[src/rtl/gdma_test_sched.sv]
// gdma_test_sched: splits a test region into blocks and runs one gdma write/read job at a time, with a per-job watchdog.
// Optional feature macro GDMA_SCHED_LOOP_EN adds cfg_loop/pass_cnt for repeated passes until abort or error.
module gdma_test_sched #(
    parameter int ADDR_W = 49,
    parameter int LEN_W  = 32,
    parameter int BLK_W  = 16,
    parameter int TMO_W  = 24
) (
    input  logic              gdma_clk,
    input  logic              gdma_rst,
    input  logic              cfg_start,
    input  logic              cfg_abort,
    input  logic [ADDR_W-1:0] cfg_base_addr,
    input  logic [LEN_W-1:0]  cfg_block_len,
    input  logic [BLK_W-1:0]  cfg_block_num,
    input  logic [1:0]        cfg_mode,
    input  logic [TMO_W-1:0]  cfg_timeout,
`ifdef GDMA_SCHED_LOOP_EN
    input  logic              cfg_loop,
    output logic [15:0]       pass_cnt,
`endif
    output logic              gdma_wr_start,
    output logic [ADDR_W-1:0] start_wr_addr,
    output logic [LEN_W-1:0]  wr_length,
    input  logic              gdma_wr_done,
    output logic              gdma_rd_start,
    output logic [ADDR_W-1:0] start_rd_addr,
    output logic [LEN_W-1:0]  rd_length,
    input  logic              gdma_rd_done,
    output logic              busy,
    output logic              done,
    output logic              error,
    output logic [BLK_W-1:0]  blk_cnt
);
    typedef enum logic [2:0] {IDLE, WR_ISSUE, WR_WAIT, RD_ISSUE, RD_WAIT, NEXT, FIN} state_t;
    state_t state_q, state_d, first_issue;
    logic [ADDR_W-1:0] base_q, addr_q, addr_d;
    logic [LEN_W-1:0]  len_q;
    logic [BLK_W-1:0]  num_q, blk_q, blk_d;
    logic [1:0]        mode_q;
    logic [TMO_W-1:0]  tmo_q, wdog_q, wdog_d, wdog_inc;
    logic pend_q, pend_d, abort_q, abort_d, error_q, error_d;
    logic accept, expired, last, abort_now;
`ifdef GDMA_SCHED_LOOP_EN
    logic        loop_q;
    logic [15:0] pass_q, pass_d;
    assign pass_cnt = pass_q;
`endif

    assign accept      = state_q == IDLE && cfg_start;
    assign busy        = state_q != IDLE && state_q != FIN;
    assign first_issue = mode_q == 2'b01 ? RD_ISSUE : WR_ISSUE;
    assign wdog_inc    = &wdog_q ? wdog_q : wdog_q + TMO_W'(1);
    // wdog_q counts cycles since the ISSUE cycle; expiry lands FIN exactly timeout cycles after the start pulse
    assign expired     = tmo_q != '0 && wdog_q >= tmo_q - TMO_W'(1);
    assign last        = blk_q + BLK_W'(1) == num_q;
    assign abort_now   = abort_q | cfg_abort;

    assign gdma_wr_start = state_q == WR_ISSUE;
    assign gdma_rd_start = state_q == RD_ISSUE;
    assign start_wr_addr = addr_q;
    assign start_rd_addr = addr_q;
    assign wr_length     = len_q;
    assign rd_length     = len_q;
    assign done          = state_q == FIN;
    assign error         = error_q;
    assign blk_cnt       = blk_q;

    always_comb begin
        state_d = state_q;
        addr_d  = addr_q;
        blk_d   = blk_q;
        wdog_d  = wdog_q;
        pend_d  = 1'b0;
        error_d = error_q;
        abort_d = accept ? cfg_abort : abort_q | (busy & cfg_abort);
`ifdef GDMA_SCHED_LOOP_EN
        pass_d  = pass_q;
`endif
        case (state_q)
            IDLE: if (cfg_start) begin
                addr_d  = cfg_base_addr;
                blk_d   = '0;
                error_d = 1'b0;
`ifdef GDMA_SCHED_LOOP_EN
                pass_d  = '0;
`endif
                state_d = (cfg_block_len == '0 || cfg_block_num == '0) ? FIN :
                          cfg_mode == 2'b01 ? RD_ISSUE : WR_ISSUE;
            end
            WR_ISSUE: begin
                state_d = WR_WAIT;
                wdog_d  = TMO_W'(1);
                pend_d  = gdma_wr_done;
            end
            // a completing done wins over a watchdog expiry in the same cycle
            WR_WAIT: begin
                if (gdma_wr_done | pend_q) state_d = mode_q == 2'b00 ? NEXT : RD_ISSUE;
                else if (expired) begin
                    error_d = 1'b1;
                    state_d = FIN;
                end else wdog_d = wdog_inc;
            end
            RD_ISSUE: begin
                state_d = RD_WAIT;
                wdog_d  = TMO_W'(1);
                pend_d  = gdma_rd_done;
            end
            RD_WAIT: begin
                if (gdma_rd_done | pend_q) state_d = NEXT;
                else if (expired) begin
                    error_d = 1'b1;
                    state_d = FIN;
                end else wdog_d = wdog_inc;
            end
            NEXT: begin
                blk_d   = blk_q + BLK_W'(1);
                addr_d  = addr_q + ADDR_W'(len_q);
                state_d = (last || abort_now) ? FIN : first_issue;
`ifdef GDMA_SCHED_LOOP_EN
                if (last && loop_q) begin
                    pass_d = &pass_q ? pass_q : pass_q + 16'd1;
                    if (!abort_now) begin
                        blk_d   = '0;
                        addr_d  = base_q;
                        state_d = first_issue;
                    end
                end
`endif
            end
            FIN:     state_d = IDLE;
            default: state_d = IDLE;
        endcase
    end

    always_ff @(posedge gdma_clk) begin
        if (gdma_rst) begin
            state_q <= IDLE;
            base_q  <= '0;
            addr_q  <= '0;
            len_q   <= '0;
            num_q   <= '0;
            blk_q   <= '0;
            mode_q  <= '0;
            tmo_q   <= '0;
            wdog_q  <= '0;
            pend_q  <= 1'b0;
            abort_q <= 1'b0;
            error_q <= 1'b0;
`ifdef GDMA_SCHED_LOOP_EN
            loop_q  <= 1'b0;
            pass_q  <= '0;
`endif
        end else begin
            state_q <= state_d;
            addr_q  <= addr_d;
            blk_q   <= blk_d;
            wdog_q  <= wdog_d;
            pend_q  <= pend_d;
            abort_q <= abort_d;
            error_q <= error_d;
`ifdef GDMA_SCHED_LOOP_EN
            pass_q  <= pass_d;
            if (accept) loop_q <= cfg_loop;
`endif
            if (accept) begin
                base_q <= cfg_base_addr;
                len_q  <= cfg_block_len;
                num_q  <= cfg_block_num;
                mode_q <= cfg_mode;
                tmo_q  <= cfg_timeout;
            end
        end
    end
endmodule

[config.mk]
export PLATFORM = sky130hd
export DESIGN_NAME = gdma_test_sched
export DESIGN_NICKNAME = d
export VERILOG_FILES = /design/src/rtl/gdma_test_sched.sv
export SDC_FILE = /design/constraint.sdc
export NUM_CORES = 1
export LEC_CHECK = 0
export ABC_AREA = 1
export ABC_CLOCK_PERIOD_IN_PS = 6030
export CELL_PAD_IN_SITES_DETAIL_PLACEMENT = 1
export CELL_PAD_IN_SITES_GLOBAL_PLACEMENT = 2
export CORE_ASPECT_RATIO = 1.5
export CORE_MARGIN = 2
export CORE_UTILIZATION = 28
export DETAILED_ROUTE_END_ITERATION = 6
export GPL_ROUTABILITY_DRIVEN = 0
export GPL_TIMING_DRIVEN = 0
export HOLD_SLACK_MARGIN = 0.1
export PLACE_DENSITY_LB_ADDON = 0.25
export SYNTH_ARGS = -nofsm -noshare
export SYNTH_HDL_FRONTEND = slang
export SYNTH_SLANG_ARGS = --single-unit
[constraint.sdc]
create_clock -name gdma_clk -period 6.03 [get_ports gdma_clk]
set_input_delay 0.603 -clock gdma_clk [delete_from_list [all_inputs] [get_ports gdma_clk]]
set_output_delay 0.603 -clock gdma_clk [all_outputs]
set_load 0.005 [all_outputs]
==> out/metrics.yaml <==
worst_setup_path:
  cp_data_arrival_time_ns: 4.23
  r2r_cells: 22
  end_kind: "flop"
  r2r_slack_ns: 2.20
  cp-start-kind: "flop"
  r2r_start: "tmo_q[2]"
  reg2reg_to: "wdog_q[16]"
  critPathMaxFanout: 10
  critPathRequiredTime_ns: 6.42
  worstSetupPathType: "reg -> reg"
detailed_routing:
  vias: 15130
  wire_per_inst_um: 21.18
  route.detailed.drc: 0
  vias_per_cell: 4.972
  totalWireLength_um: 64460
  antenna_left: 0
  drt-pass1-iter-count: 5
  drtIter0Drc: 637
grt:
  grt_pass1_wl_um: 95770
  grt_pass1_vias: 15900
  grt_use_met1_pct: 26.62
  grtUsageMet2_pct: 52.16
  grt-busiest-layer: "met2"
  antenna_found_initial: 5
  grt_usage_pct: 26.26
  gr-usage-met3_pct: 2.873
  grt_max_degree: 17
  grt_overflow: 0
timing:
  finalSetupViolCount: 0
  rsz0062_at_grt: "false"
  slew_headroom_pct: 29.75
  fmax_mhz: 260.8
  worstMarginPinSlew_ns: 1.054
  fin_crit_ns: 3.835
  hold_viol: 0
  skew_ns: 0.01544
  period_share_pct: 63.60
  layout_setup_ws_ns: 2.195
  slew_viol_final: 0
  setup_tns_ns: 0
pwr:
  combPwrFrac_pct: 42.1
  p_leak_nw: 7.445
  swShare_pct: 39.45
  switching_power_mw: 1.898
  vdd_drop_max_mv: 0.2174
  internal_power_mw: 2.914
  power.density_nw_per_um2: 274.2
  p_clk_share_pct: 26.5
  pwr-share-seq_pct: 31.4
logic_synthesis:
  ys_types: 49
  synth_compound_area_share_pct: 14.85
  synth_flop_cell: "dfxtp_1"
  synth_top_area_share_pct: 25.94
  post_synth_and_or_nand_nor_area_fraction_pct: 35.19
  synth_edf_count: 0
  synthCells: 2108
  synth_seq_cells: 169
  synth_top_family_by_area: "simple AND/OR/NAND/NOR gates"
  synthAdderAreaFrac_pct: 5.909
  synth_xor_area_share_pct: 4.317
  async_reset_ff_share_pct: 0
  muxShareOfSynthArea_pct: 0
  ys_seq_area_share_pct: 25.94
  post-synth-top-count-cell: "nand2_1"
  synth_common_cells: "nand2_1, nor2_1, inv_1"
  synth_area_leaders: "dfxtp_1, nand2_1, nor2_1"
  syn_nets: 2298
  syn-cell-area_um2: 13040
  syn_avg_cell_area_um2: 6.188
  synth_top_cell_by_area: "dfxtp_1"
  yosysWarnings: 0
layout:
  drive_above_1_share_pct: 7.592
  area_growth_pct: 34.52
  nets: 2628
die:
  num_io_pins: 312
  die_x_um: 180.2
  die_area_um2: 48360
  dieHeight_um: 268.3
  core_um2: 45880
  initial_core_util_pct: 28.43
  rows: 96
cts:
  clk_pin_slew_ns: 0.07
  cts_tree: "done"
  insertion_delay_ns: 0.47
  root_buffer: "clkbuf_16"
  clockBufferDepth: 2
  postCtsHoldBufs: 0
  cts_buffers: 17
  cts.sinks: 169
  htree_levels: 4
  post_cts_resize_count: 0
  cts_setup_buffers: 0
worst_hold_path:
  min-delay-start: "num_q[5]"
  hp-class: "reg -> reg"
  holdPathStages: 2
  hold_end: "num_q[5]"
place:
  hpwl_um: 53610
  port_buffers: 311
  dp_slack_ns: 2.212
outcome:
  outcome: "completed"
run:
  cap_violations: 0
==> how the worst max path moves through the flow <==
stage / from / end / slack, ns / depth (start not counted)
finish: tmo_q[2] / wdog_q[16] / 2.20 / 22
global route: tmo_q[2] / wdog_q[16] / 1.85 / 22
CTS: tmo_q[2] / wdog_q[16] / 2.16 / 22
detailed placement: tmo_q[2] / wdog_q[16] / 2.21 / 22
global placement: tmo_q[2] / wdog_q[16] / 2.33 / 22
floorplan: tmo_q[0] / wdog_q[15] / 3.11 / 20
==> power groups by stage <==
stage	logic (mW)	registers (mW)	clock network, mW
2_1_floorplan	1.10	1.43	0
3_3_place_gp	1.99	1.53	0
3_5_place_dp	2.03	1.53	0
4_1_cts	2.04	1.51	1.30
5_1_grt	2.21	1.53	1.34
6_report	2.02	1.51	1.28
==> sequential cells by signal (all words and copies together) (netlist names) <==
| signal | count |
|---|---|
| rd_length | 32 |
| pend_q | 1 |
| error | 1 |
| start_rd_addr | 49 |
| num_q | 16 |
| state_q | 3 |
| tmo_q | 24 |
| abort_q | 1 |
| mode_q | 2 |
| wdog_q | 24 |
| blk_cnt | 16 |
==> critical path: stages (launching register included) <==
cell and delay [ns]:
dfxtp_1 0.41, nor2_2 0.18, nand3_2 0.15, nor2_2 0.23
nand3_1 0.17, nor3_2 0.26, nand3_1 0.22, nor2_1 0.16
nand3_1 0.10, xor2_1 0.15, inv_1 0.06, ha_1 0.29
nand2_1 0.07, nor2_1 0.14, nand2_1 0.09, nor2_1 0.12
nand2_1 0.06, nand3_1 0.13, nand2_2 0.12, a21oi_2 0.24
buf_6 0.19, nand2_1 0.07, a21oi_2 0.15
==> routing by layer <==
metal  vias up  part of all wire (%)
met1      7296                    37
met3       105                   2.6
met4         0                   4.9
met5         -                     0
li1       7389                     -
met2       339                    55
==> layout by cell type (no fill, tap or decap), types with 3 or more instances in the layout <==
cell type / count
clkinv_1: 3
buf_1: 4
clkbuf_16: 17
nor3_2: 6
o21a_1: 18
ha_1: 60
nand3_1: 137
o21bai_1: 17
a21oi_2: 5
nor2_4: 4
buf_4: 83
o211ai_1: 4
nor2_2: 8
inv_2: 10
clkdlybuf4s50_1: 311
clkbuf_1: 43
o21ai_0: 114
nand2_1: 554
xor2_1: 50
dfxtp_1: 169
nor3_1: 26
a21o_1: 3
clkinvlp_4: 3
a31oi_1: 7
buf_2: 13
bufinv_16: 5
inv_1: 226
nor4_1: 15
nor3_4: 3
nand2_2: 11
diode_2: 5
nor2_1: 264
a21oi_1: 177
nand4_1: 32
o21ai_1: 5
xnor2_1: 9
buf_6: 4
nand3b_1: 5
==> metrics by stage <==
stage | utilization, % | cells | power (mW) | area [µm²] | hold slack [ns]
4_1_cts | 38.21 | 3038 | 4.856 | 17530 | 0.4768
3_3_place_gp | 36.82 | 3007 | 3.519 | 16890 | 0.4531
6_report | 38.24 | 3043 | 4.812 | 17550 | 0.4739
3_5_place_dp | 36.82 | 3007 | 3.564 | 16890 | 0.4667
2_1_floorplan | - | 2108 | 2.535 | 13040 | 0.4407
5_1_grt | 38.24 | 3043 | 5.083 | 17550 | 0.4935
==> layout make-up <==
type	count	area, µm²
tap	588	735.7
inverter	239	897.1
sequential	169	3383
antenna	5	12.51
clock buffer	20	446.7
fill	5971	28340
buffer	145	902.1
timing repair buffer	311	3113
multi-input combinational	1555	7861
clock inverter	11	195.2
==> logic make-up (layout without fill, tap and decap cells) <==
logic type,after synthesis,after routing
fa+ha+maj,61,61
simple gates,1077,1077
buf+inv,384,726
flops,169,169
other cells,0,5
xor+xnor,61,61
compound gates,356,356
No activity file was read; power rests on OpenSTA's default activity.
